File: src/rtl/ireg_wavefront_pkg.sv
// Shared types and helpers for the input-register wavefront controller.
//   state_e       : controller state encoding
//   LEN_ZERO_CODE : i_len value that stands for the maximum length 2^CNT_W
//   t_width()     : run-counter width that never wraps at max length + max skew
package ireg_wavefront_pkg;

    typedef enum logic [1:0] {
        IDLE  = 2'd0,
        CLEAR = 2'd1,
        RUN   = 2'd2
    } state_e;

    localparam int unsigned LEN_ZERO_CODE = 0;

    function automatic int unsigned t_width(input int unsigned cnt_w, input int unsigned rows);
        return cnt_w + $clog2(rows) + 1;
    endfunction

endpackage

File: src/rtl/ireg_wavefront_row.sv
// Window comparator for one buffer row: enable is high while the run counter
// lies in [ROW, ROW+len-1]. Output is registered.
//   clk, rst_n : clock, synchronous active-low reset
//   run_i      : controller will be in RUN next cycle
//   t_i        : next-cycle run counter value
//   len_i      : effective stream length (1 .. 2^CNT_W)
//   en_o       : registered row enable
module ireg_wavefront_row #(
    parameter int unsigned ROW   = 0,
    parameter int unsigned CNT_W = 8,
    parameter int unsigned T_W   = 13
) (
    input  logic             clk,
    input  logic             rst_n,
    input  logic             run_i,
    input  logic [T_W-1:0]   t_i,
    input  logic [CNT_W:0]   len_i,
    output logic             en_o
);

    logic lower_ok;
    logic upper_ok;
    logic en_d;
    logic en_q;

    // Row 0 has no lower bound; avoids a constant comparison against zero.
    if (ROW == 0) begin : g_first
        assign lower_ok = 1'b1;
    end else begin : g_rest
        assign lower_ok = (t_i >= T_W'(ROW));
    end

    assign upper_ok = (t_i < (T_W'(ROW) + T_W'(len_i)));
    assign en_d     = run_i && lower_ok && upper_ok;

    always_ff @(posedge clk) begin
        if (!rst_n) begin
            en_q <= 1'b0;
        end else begin
            en_q <= en_d;
        end
    end

    assign en_o = en_q;

endmodule

File: src/rtl/ireg_wavefront_ctrl.sv
// Wavefront controller for one column of horizontal input buffers.
// Per tile: one clear cycle to all rows, then a skewed enable window of
// len_eff cycles per row, row r lagging row 0 by r cycles.
//   clk, rst_n : clock, synchronous active-low reset
//   i_start    : start request; accepted when i_start && o_ready
//   o_ready    : combinational, IDLE and no abort
//   i_len      : stream length, 0 encodes 2^CNT_W; latched on accept
//   i_abort    : abort current tile; forces a one-cycle clear
//   o_en       : per-row buffer enable (registered)
//   o_clr      : per-row buffer clear (registered)
//   o_busy     : high during CLEAR and RUN (registered)
//   o_done     : one-cycle pulse after normal completion (registered)
module ireg_wavefront_ctrl
    import ireg_wavefront_pkg::*;
#(
    parameter int unsigned ROWS  = 16,
    parameter int unsigned CNT_W = 8
) (
    input  logic             clk,
    input  logic             rst_n,
    input  logic             i_start,
    output logic             o_ready,
    input  logic [CNT_W-1:0] i_len,
    input  logic             i_abort,
    output logic [ROWS-1:0]  o_en,
    output logic [ROWS-1:0]  o_clr,
    output logic             o_busy,
    output logic             o_done
);

    localparam int unsigned T_W = t_width(CNT_W, ROWS);
    localparam int unsigned L_W = CNT_W + 1;
    localparam logic [L_W-1:0] LEN_MAX = {1'b1, {CNT_W{1'b0}}};

    state_e          state_q, state_d;
    logic [T_W-1:0]  t_q, t_d;
    logic [L_W-1:0]  len_q, len_d;
    logic [ROWS-1:0] clr_q, clr_d;
    logic            busy_q, busy_d;
    logic            done_q, done_d;
    logic            run_next;
    logic            accept;
    logic            last_run;
    logic [L_W-1:0]  len_in_eff;

    assign o_ready    = (state_q == IDLE) && !i_abort;
    assign accept     = i_start && o_ready;
    assign len_in_eff = (i_len == CNT_W'(LEN_ZERO_CODE)) ? LEN_MAX : {1'b0, i_len};

    // Last RUN cycle: the last row's window closes at t = len_eff + ROWS - 2.
    assign last_run = (state_q == RUN) && (t_q == (T_W'(len_q) + T_W'(ROWS - 2)));

    // State and datapath registers.
    always_ff @(posedge clk) begin
        if (!rst_n) begin
            state_q <= IDLE;
            t_q     <= '0;
            len_q   <= '0;
            clr_q   <= '0;
            busy_q  <= 1'b0;
            done_q  <= 1'b0;
        end else begin
            state_q <= state_d;
            t_q     <= t_d;
            len_q   <= len_d;
            clr_q   <= clr_d;
            busy_q  <= busy_d;
            done_q  <= done_d;
        end
    end

    // Next-state and counter logic; abort overrides everything.
    always_comb begin
        state_d = state_q;
        t_d     = t_q;
        len_d   = len_q;
        if (i_abort) begin
            state_d = IDLE;
            t_d     = '0;
        end else begin
            case (state_q)
                IDLE: begin
                    if (accept) begin
                        state_d = CLEAR;
                        len_d   = len_in_eff;
                        t_d     = '0;
                    end
                end
                CLEAR: begin
                    state_d = RUN;
                    t_d     = '0;
                end
                RUN: begin
                    if (last_run) begin
                        state_d = IDLE;
                        t_d     = '0;
                    end else begin
                        t_d = t_q + T_W'(1);
                    end
                end
                default: begin
                    state_d = IDLE;
                    t_d     = '0;
                end
            endcase
        end
    end

    // Output decode from the next state, registered above.
    always_comb begin
        clr_d    = '0;
        busy_d   = 1'b0;
        done_d   = 1'b0;
        run_next = 1'b0;
        if (i_abort || (state_d == CLEAR)) begin
            clr_d = '1;
        end
        busy_d   = (state_d != IDLE);
        run_next = (state_d == RUN);
        done_d   = last_run && !i_abort;
    end

    for (genvar r = 0; r < int'(ROWS); r++) begin : g_row
        ireg_wavefront_row #(
            .ROW   (r),
            .CNT_W (CNT_W),
            .T_W   (T_W)
        ) u_row (
            .clk   (clk),
            .rst_n (rst_n),
            .run_i (run_next),
            .t_i   (t_d),
            .len_i (len_q),
            .en_o  (o_en[r])
        );
    end

    assign o_clr  = clr_q;
    assign o_busy = busy_q;
    assign o_done = done_q;

endmodule

File: config.mk
export PLATFORM = sky130hd
export DESIGN_NAME = ireg_wavefront_ctrl
export DESIGN_NICKNAME = d
export VERILOG_FILES = /design/src/rtl/ireg_wavefront_pkg.sv /design/src/rtl/ireg_wavefront_row.sv /design/src/rtl/ireg_wavefront_ctrl.sv
export SDC_FILE = /design/constraint.sdc
export NUM_CORES = 1
export LEC_CHECK = 0
export CAP_MARGIN = 20
export CORE_MARGIN = 5
export CORE_UTILIZATION = 45
export DETAILED_ROUTE_END_ITERATION = 8
export HOLD_SLACK_MARGIN = 0.08
export PLACE_DENSITY_LB_ADDON = 0.05
export SLEW_MARGIN = 10
export SYNTH_ARGS = -nofsm -noshare
export SYNTH_HDL_FRONTEND = slang
export SYNTH_SLANG_ARGS = --single-unit
File: constraint.sdc
create_clock -name clk -period 6.9 [get_ports clk]
set_input_delay 1.38 -clock clk [delete_from_list [all_inputs] [get_ports clk]]
set_output_delay 1.38 -clock clk [all_outputs]
set_load 0.005 [all_outputs]
=== Word level (Yosys, flattened, before mapping) ===
Index checks and enable logic that the tools add are counted.

* Bits in registers: 58
* Input bits: 12
* Output and inout bits: 35
* Word-level logic and storage cells: 126

* Add/sub/neg operators: 16
* $lt $le $gt $ge: 31
* Eq/ne operators: 5
* Multiplexer cells: 10
* Bitwise gates (word level): 1
* Reduce and logical (&&, ||, !) cells: 41

{| class="wikitable"
|+ Operator list
! operator !! number
|-
| $lt 13x13->1 || 15
|-
| $ge 13x4->1 const B || 8
|-
| $add 4x9->10 const A || 8
|-
| $ge 13x3->1 const B || 4
|-
| $add 3x9->10 const A || 4
|-
| $mux 13 || 3
|-
| $logic_and 1x1->1 || 35
|-
| $ge 13x2->1 const B || 2
|-
| $pmux 13 s2 || 1
|-
| $add 2x9->10 const A || 2
|-
| $mux 16 || 1
|-
| $add 13x1->13 const B || 1
|-
| $eq 13x13->1 || 1
|-
| $ge 13x1->1 const B || 1
|-
| $lt 13x9->1 || 1
|-
| $add 1x9->10 const A || 1
|-
| $mux 9 || 1
|-
| $logic_not 8->1 || 1
|-
| $mux 2 || 3
|-
| $pmux 2 s3 || 1
|-
| $eq 2x1->1 const B || 2
|-
| $eq 2x2->1 const B || 2
|-
| $reduce_and 3->1 || 1
|-
| $logic_not 2->1 || 1
|-
| other kinds (4) || 4
|}

=== Depth between registers and ports, before layout ===
* Depth in word-level cells: 9
* Depth in mapped cells: 20
* Depth with buffers taken out: 18

=== By module ===
From an unflattened synthesis, not the netlist that was laid out.

* Cell total of the unflattened synthesis: 982
* Area total of the unflattened synthesis: 7,677.4 um^2

{| class="wikitable"
|+ Modules (own cells, without submodules)
! module !! instances !! cells each !! area each (um^2) !! seq. area each (um^2)
|-
| ireg_wavefront_ctrl || 1 || 242 || 1,833.0 || 540.5
|-
| ireg_wavefront_row (g_row[11].u_row) || 1 || 49 || 407.9 || 20.0
|-
| ireg_wavefront_row (g_row[3].u_row) || 1 || 49 || 392.9 || 20.0
|-
| ireg_wavefront_row (g_row[15].u_row) || 1 || 49 || 389.1 || 20.0
|-
| ireg_wavefront_row (g_row[7].u_row) || 1 || 49 || 386.6 || 20.0
|-
| ireg_wavefront_row (g_row[13].u_row) || 1 || 48 || 382.9 || 20.0
|-
| ireg_wavefront_row (g_row[9].u_row) || 1 || 48 || 381.6 || 20.0
|-
| ireg_wavefront_row (g_row[5].u_row) || 1 || 48 || 380.4 || 20.0
|-
| ireg_wavefront_row (g_row[1].u_row) || 1 || 49 || 379.1 || 20.0
|-
| ireg_wavefront_row (g_row[14].u_row) || 1 || 49 || 367.9 || 20.0
|-
| ireg_wavefront_row (g_row[10].u_row) || 1 || 46 || 362.8 || 20.0
|-
| ireg_wavefront_row (g_row[6].u_row) || 1 || 47 || 361.6 || 20.0
|-
| ireg_wavefront_row (g_row[2].u_row) || 1 || 46 || 359.1 || 20.0
|-
| ireg_wavefront_row (g_row[4].u_row) || 1 || 45 || 356.6 || 20.0
|-
| 3 more rows || - || - || - || -
|}

=== Least setup slack after synthesis ===
OpenSTA, ideal clock, no wires.

* Path type: flip-flop to flip-flop
* From: reg len_q[3]
* To: reg g_row[15].u_row.en_q
* Library setup time: 0.103 ns
* Arrival: 4.852 ns
* Data required time: 6.797 ns
* Setup slack: 1.944 ns
* Stages on the path, launching flop included: 17
* Path buffers: 2
* Period minus slack after synthesis: 4.956 ns
* Cells stage by stage: dfxtp_1 -> buf_1 -> inv_1 -> ha_1 -> a21boi_4 -> nor2_1 -> xnor3_1 -> and3_1 -> buf_4 -> nand3_2 -> nand2_1 -> o31ai_1 -> ha_1 -> a211oi_1 -> o211ai_1 -> a31o_1 -> a2111oi_2

* Longest elaborated chain between the ends: 9
* Elaborated cells between the ends (all ways): 15
* Those cells by class: 2 x add/sub; 2 x order compare; 2 x eq/ne; 6 x mux; 3 x reduce/logical

{| class="wikitable"
|+ RTL lines
! what !! RTL line !! source
|-
| from (decl) || ireg_wavefront_ctrl.sv:37 || <nowiki>logic [L_W-1:0] len_q, len_d;</nowiki>
|-
| from (signal assigned) || ireg_wavefront_ctrl.sv:65 || <nowiki>len_q <= len_d;</nowiki>
|-
| $add 4x9->10 (*) || ireg_wavefront_ctrl.sv:51 || <nowiki>assign last_run = (state_q == RUN) && (t_q == (T_W'(len_q) + T_W'(ROWS - 2)));</nowiki>
|-
| $eq 13x13->1 (*) || ireg_wavefront_ctrl.sv:51 ||
|-
| $logic_and 1x1->1 (*) || ireg_wavefront_ctrl.sv:51 ||
|-
| $mux 13 (*) || ireg_wavefront_ctrl.sv:94 || <nowiki>if (last_run) begin</nowiki>
|-
| $pmux 13 s2 (*) || ireg_wavefront_ctrl.sv:81 || <nowiki>case (state_q)</nowiki>
|-
| $mux 13 (*) || ireg_wavefront_ctrl.sv:77 || <nowiki>if (i_abort) begin</nowiki>
|-
| named net g_row[0].u_row.t_i[5] || ireg_wavefront_row.sv:16 || <nowiki>input logic [T_W-1:0] t_i,</nowiki>
|-
| $ge 13x4->1 || ireg_wavefront_row.sv:30 || <nowiki>assign lower_ok = (t_i >= T_W'(ROW));</nowiki>
|-
| $logic_and 1x1->1 || ireg_wavefront_row.sv:34 || <nowiki>assign en_d = run_i && lower_ok && upper_ok;</nowiki>
|-
| $logic_and 1x1->1 (*) || ireg_wavefront_row.sv:34 ||
|-
| to (signal assigned) || ireg_wavefront_row.sv:40 || <nowiki>en_q <= en_d;</nowiki>
|-
| to (decl) || ireg_wavefront_row.sv:24 || <nowiki>logic en_q;</nowiki>
|}

The timed path passes the listed nets; every way through them passes the cells marked *.
A chain may end at the register's enable or synchronous reset.

=== Final worst setup path ===
* From: in i_abort
* To: reg g_row[2].u_row.en_q

* Longest elaborated chain between the ends: 9
* Elaborated cells between the ends (all ways): 14
* Those cells by class: 2 x order compare; 1 x eq/ne; 6 x mux; 5 x reduce/logical

{| class="wikitable"
|+ RTL lines
! what !! RTL line !! source
|-
| from (decl) || ireg_wavefront_ctrl.sv:24 || <nowiki>input logic i_abort,</nowiki>
|-
| $logic_not 1->1 || ireg_wavefront_ctrl.sv:46 || <nowiki>assign o_ready = (state_q == IDLE) && !i_abort;</nowiki>
|-
| $logic_and 1x1->1 || ireg_wavefront_ctrl.sv:46 ||
|-
| $logic_and 1x1->1 || ireg_wavefront_ctrl.sv:47 || <nowiki>assign accept = i_start && o_ready;</nowiki>
|-
| $mux 13 or $mux 2 (tied branches) || ireg_wavefront_ctrl.sv:83 || <nowiki>if (accept) begin</nowiki>
|-
| $pmux 13 s2 or $pmux 2 s3 (tied branches) || ireg_wavefront_ctrl.sv:81 ||
|-
| $mux 13 or $mux 2 (tied branches) || ireg_wavefront_ctrl.sv:77 ||
|-
| $ge 13x2->1 or $eq 2x2->1 (tied branches) || ireg_wavefront_row.sv:30, ireg_wavefront_ctrl.sv:119 ||
|-
| $logic_and 1x1->1 || ireg_wavefront_row.sv:34 ||
|-
| $logic_and 1x1->1 (*) || ireg_wavefront_row.sv:34 ||
|-
| to (signal assigned) || ireg_wavefront_row.sv:40 ||
|-
| to (decl) || ireg_wavefront_row.sv:24 ||
|}

Every way passes the cells marked *; elsewhere a longest branch is shown, timed or not.

==> results.md <==
- TritonCTS built the clock tree.
- The floorplan has 45 rows.
- In this run the mean area of a mapped cell was 7.741 um^2.
- Headroom to the max-slew limit came out at 0.3484.
- STA classifies the critical path startpoint as an input port.
- Summed over all nets, the switching power comes to 0.0002503 W.
- The compound-gate portion of the synthesized area was 0.2380.
- The start of the worst register-to-register path is len_q[2].
- Summing over every cut layer, the via total after detailed routing is 6,822.
- Data arrives at the worst endpoint at 5.40 ns.
- The portion of synthesized area spent on multiplexers is 0.001466.
- The initial antenna violation count is 0.
- Routability-driven placement finished with a final weighted congestion of 0.9526.
- The count of cell types in the netlist is 94.
- The transition time at the pin with the least slew margin is 0.9570 ns.
- The setup TNS is 0 ns.
- In this run the clock root is driven by a clkbuf_16.
- The worst setup path is of the input port to flip-flop kind.
- The launch point of the worst hold path is t_q[11].
- The flow ran to the end, and the final reports show no timing, DRC or antenna violations.
- The number of global-route vias before repair is 6,660.
- The cell area after placement is 0.007252 mm^2.
- The worst register-to-register path ends at g_row[10].u_row.en_o.
- Of the total power, the clock network draws 0.414.
- The post-CTS setup-driven buffer insertion count is 0.
- In this run the static leakage power is 2.847 nW.
- The first-pass GRT wire length is 39.44 mm.
- The hold-critical path depth is 2.
- The worst setup slack for register-to-register paths is 1.78 ns.
- Of the total synthesized cell area, the portion taken by XOR and XNOR cells is 0.1470.
- Setup repair after global routing left no endpoint under its margin.
- The combined area of all synthesized cells is 0.006828 mm^2.
- The maximum number of pins on one net before global-route repair is 28.
- For this design the top-level I/O count stands at 47.
- Of all flip-flops after synthesis, the portion carrying an async set or reset was 0.
- The number of instances resized during post-cts repair is 0.
- The dominant combinational cell family by area after synthesis is compound AO/OA/AOI/OAI gates.
- The final net count is 978.
- The number of cells on the worst reg-to-reg path is 17.
- In this run the remaining antenna-violating nets after routing total 0.
- The quantity of I/O buffers inserted on ports is 46.
- The overall die area is 0.01774 mm^2.
- The highest-delay cell along the critical path is clkdlybuf4s50_1.
- The share of total power dissipated in combinational logic is 0.249.
- Along the worst path, the maximum fanout reaches 24.
- The critical path endpoint category is a flip-flop.
- The count of antenna diodes in the layout is 0.
- Of the synthesized area, sequential elements account for 0.1261.
- In this run, synthesis inferred 0 flip-flops with an integrated enable.
- The overall die height is 133.2 um.
- The fraction of layout cells with a size suffix above 1 is 0.08987.
- The ratio of total power to cell area is 102.7 mW/mm^2.
- Leaving out fill and tap cells, the most frequent cells in the layout are xnor2_1 (98), ha_1 (88), nand2_1 (76).
- Timing would allow up to 193.9 MHz.
- Of the total power, the share spent switching nets is 0.3280.
- After detailed routing, the number of remaining DRC violations is 0.
- Clock tree synthesis found a total of 43 sinks.
- The data required time at the worst endpoint is 7.14 ns.
- The detailed router's first-iteration violation count is 674.
- The global-route total usage across every layer is 0.2877.
- For this run the aggregate overflow at the end of global routing stands at 0.
- The number of setup violations in the final report is 0.
- The number of H-tree levels is 2.
- The effective utilization at floorplan is 0.4542.
- The cell count after synthesis came out at 882.
- The total count of hold-check failures in the final report came to 0.
- The longest individual stage delay on the worst path is 0.94 ns.
- Clock latency on the worst-skew pair, taken at its later pin, is 0.32 ns.
- The tool flagged a number of max-cap violations equal to 0.
- The destination of the worst hold path is t_q[11].
- Dividing the detail-routed wire length by the instance count gives 24.49 um.
- The hold slack is 0.5560 ns.
- Clock tree synthesis inserted a total of 5 buffers.
- The worst-case IR drop observed on VDD is 87.37 uV.
- The core footprint is 0.01503 mm^2.
- The ratio of final minimum period to clock period is 0.7474.
- In the routed layout, each cell is associated on average with a via count of 6.394.
- The clock edge transition at the registers on the reported setup and hold paths is 0.09 ns.
- The type of the most critical hold path is flip-flop to flip-flop.
- The die is 133.2 um wide.
- The synthesized net count is 982.
- The maximum clock path buffer count is 2.
- The final-report max-slew violation count came to 0.
- The flip-flop and latch count after synthesis is 43.
- The critical path goes through clkdlybuf4s50_1, nor2_1, and3_1, a22o_1, a211oi_4, inv_2, ha_1, a21oi_1, a221o_1, o31ai_1, a2111o_1, a211oi_1.
- Detailed placement ended at an HPWL of 19.12 mm.
- The number of hold buffers added after CTS was 0.
- For this run, the number of Yosys warnings is 0.
- Internal power comes to 0.0005128 W.
- The clock tree skew after final layout is 0.01903 ns.
- In the synthesized netlist the dominant register cell turns out to be dfxtp_1.
- The sequential cell fraction of total power is 0.337.
- The synthesized-area fraction occupied by and/or/nand/nor cells is 0.2241.
- Leaving out fill and tap cells, the most frequent cell in the layout is xnor2_1.
- The summed area of non-filler cells in the final layout is 0.007430 mm^2.
- Subtracting the final worst setup slack from the clock period gives 5.157 ns.
- The synthesis-to-finish area growth is 8.814%.
- Wires add up to 26.13 mm.
- The share of synthesized cell area in full adder, half adder and majority cells is 0.1767.
- The first-pass iteration count of the detailed router is 5.
-- per-stage QoR --
| stage | cells | setup WS (ns) | power [W] | util |
|---|---|---|---|---|
| finish | 1067 | 1.743 | 0.0007630 | 0.4942 |
| global route | 1067 | 1.576 | 0.0007916 | 0.4942 |
| CTS | 1067 | 1.826 | 0.0007657 | 0.4942 |
| detailed placement | 1059 | 1.493 | 0.0004504 | 0.4824 |
| global placement | 1059 | 1.566 | 0.0004484 | 0.4824 |
| floorplan | 882 | 1.944 | 0.0003917 | - |
-- registers in the layout, summed over array words and instances, names as in the netlist --
| signal | cells |
|---|---|
| g_row.u_row.en_o | 16 |
| t_q | 13 |
| len_q | 9 |
| state_q | 2 |
| o_busy | 1 |
| o_clr | 1 |
| o_done | 1 |
-- synth_stat cells, drive strengths merged, types with 11 or more instances --
master  count  area share
xnor2      98        0.13
and2       11       0.010
nand4      12       0.011
inv        38       0.021
nor2       78       0.049
a21boi     17       0.021
nand3      32       0.024
nor4       13       0.016
o21ai      30       0.025
nand2      77       0.043
ha         88        0.16
a21oi      53       0.039
dfxtp      43        0.13
nand2b     12       0.011
a31oi      16       0.015
clkbuf     28       0.015
buf        50       0.050
a21o       11       0.012
or3        12       0.012
a211oi     15       0.018
-- cells by family (layout without fill, tap and decap cells) --
| group | count (synthesis) | in the layout |
|---|---|---|
| simple gates | 291 | 291 |
| compound gates | 224 | 224 |
| buf+inv | 116 | 113 |
| xor+xnor | 109 | 109 |
| fa+ha+maj | 98 | 98 |
| flops | 43 | 43 |
| mux | 1 | 1 |
-- area by class of cell --
type | instances | area (um^2)
inverter | 38 | 145.1
clock buffer | 6 | 138.9
tap | 188 | 235.2
multi-input combinational | 723 | 5393
timing repair buffer | 67 | 618.1
sequential | 43 | 860.8
fill | 1490 | 7604
clock inverter | 2 | 38.79
-- layer usage --
layer	vias to the layer above	GRT usage	routed length [um]
li1	3151	-	-
met1	3268	0.3787	11230
met2	326	0.4481	11650
met3	77	0.05665	1980
met4	0	0.1451	1275
met5	-	0	0
-- how the worst max path moves through the flow --
stage / start / to / cells after the start
6_report: i_abort / g_row[2].u_row.en_o / 12
5_1_grt: i_abort / g_row[2].u_row.en_o / 12
4_1_cts: i_abort / g_row[2].u_row.en_o / 12
3_5_place_dp: i_abort / g_row[2].u_row.en_o / 12
3_3_place_gp: i_abort / g_row[2].u_row.en_o / 12
2_1_floorplan: len_q[3] / g_row[15].u_row.en_o / 16
-- worst max-delay path: cells and delay by family --
family          cells  cell delay, ns
buf+inv             2            1.29
simple gates        2            0.62
fa+ha+maj           1            0.38
compound gates      7            1.70
-- power groups by stage --
stage / registers (W) / logic, W / clock network, W
2_1_floorplan: 0.000261 / 0.000131 / 0
3_3_place_gp: 0.000262 / 0.000186 / 0
3_5_place_dp: 0.000263 / 0.000188 / 0
4_1_cts: 0.000257 / 0.000188 / 0.000320
5_1_grt: 0.000258 / 0.000205 / 0.000329
6_report: 0.000257 / 0.000190 / 0.000316
Note: power is estimated with default switching activity, not from simulation.
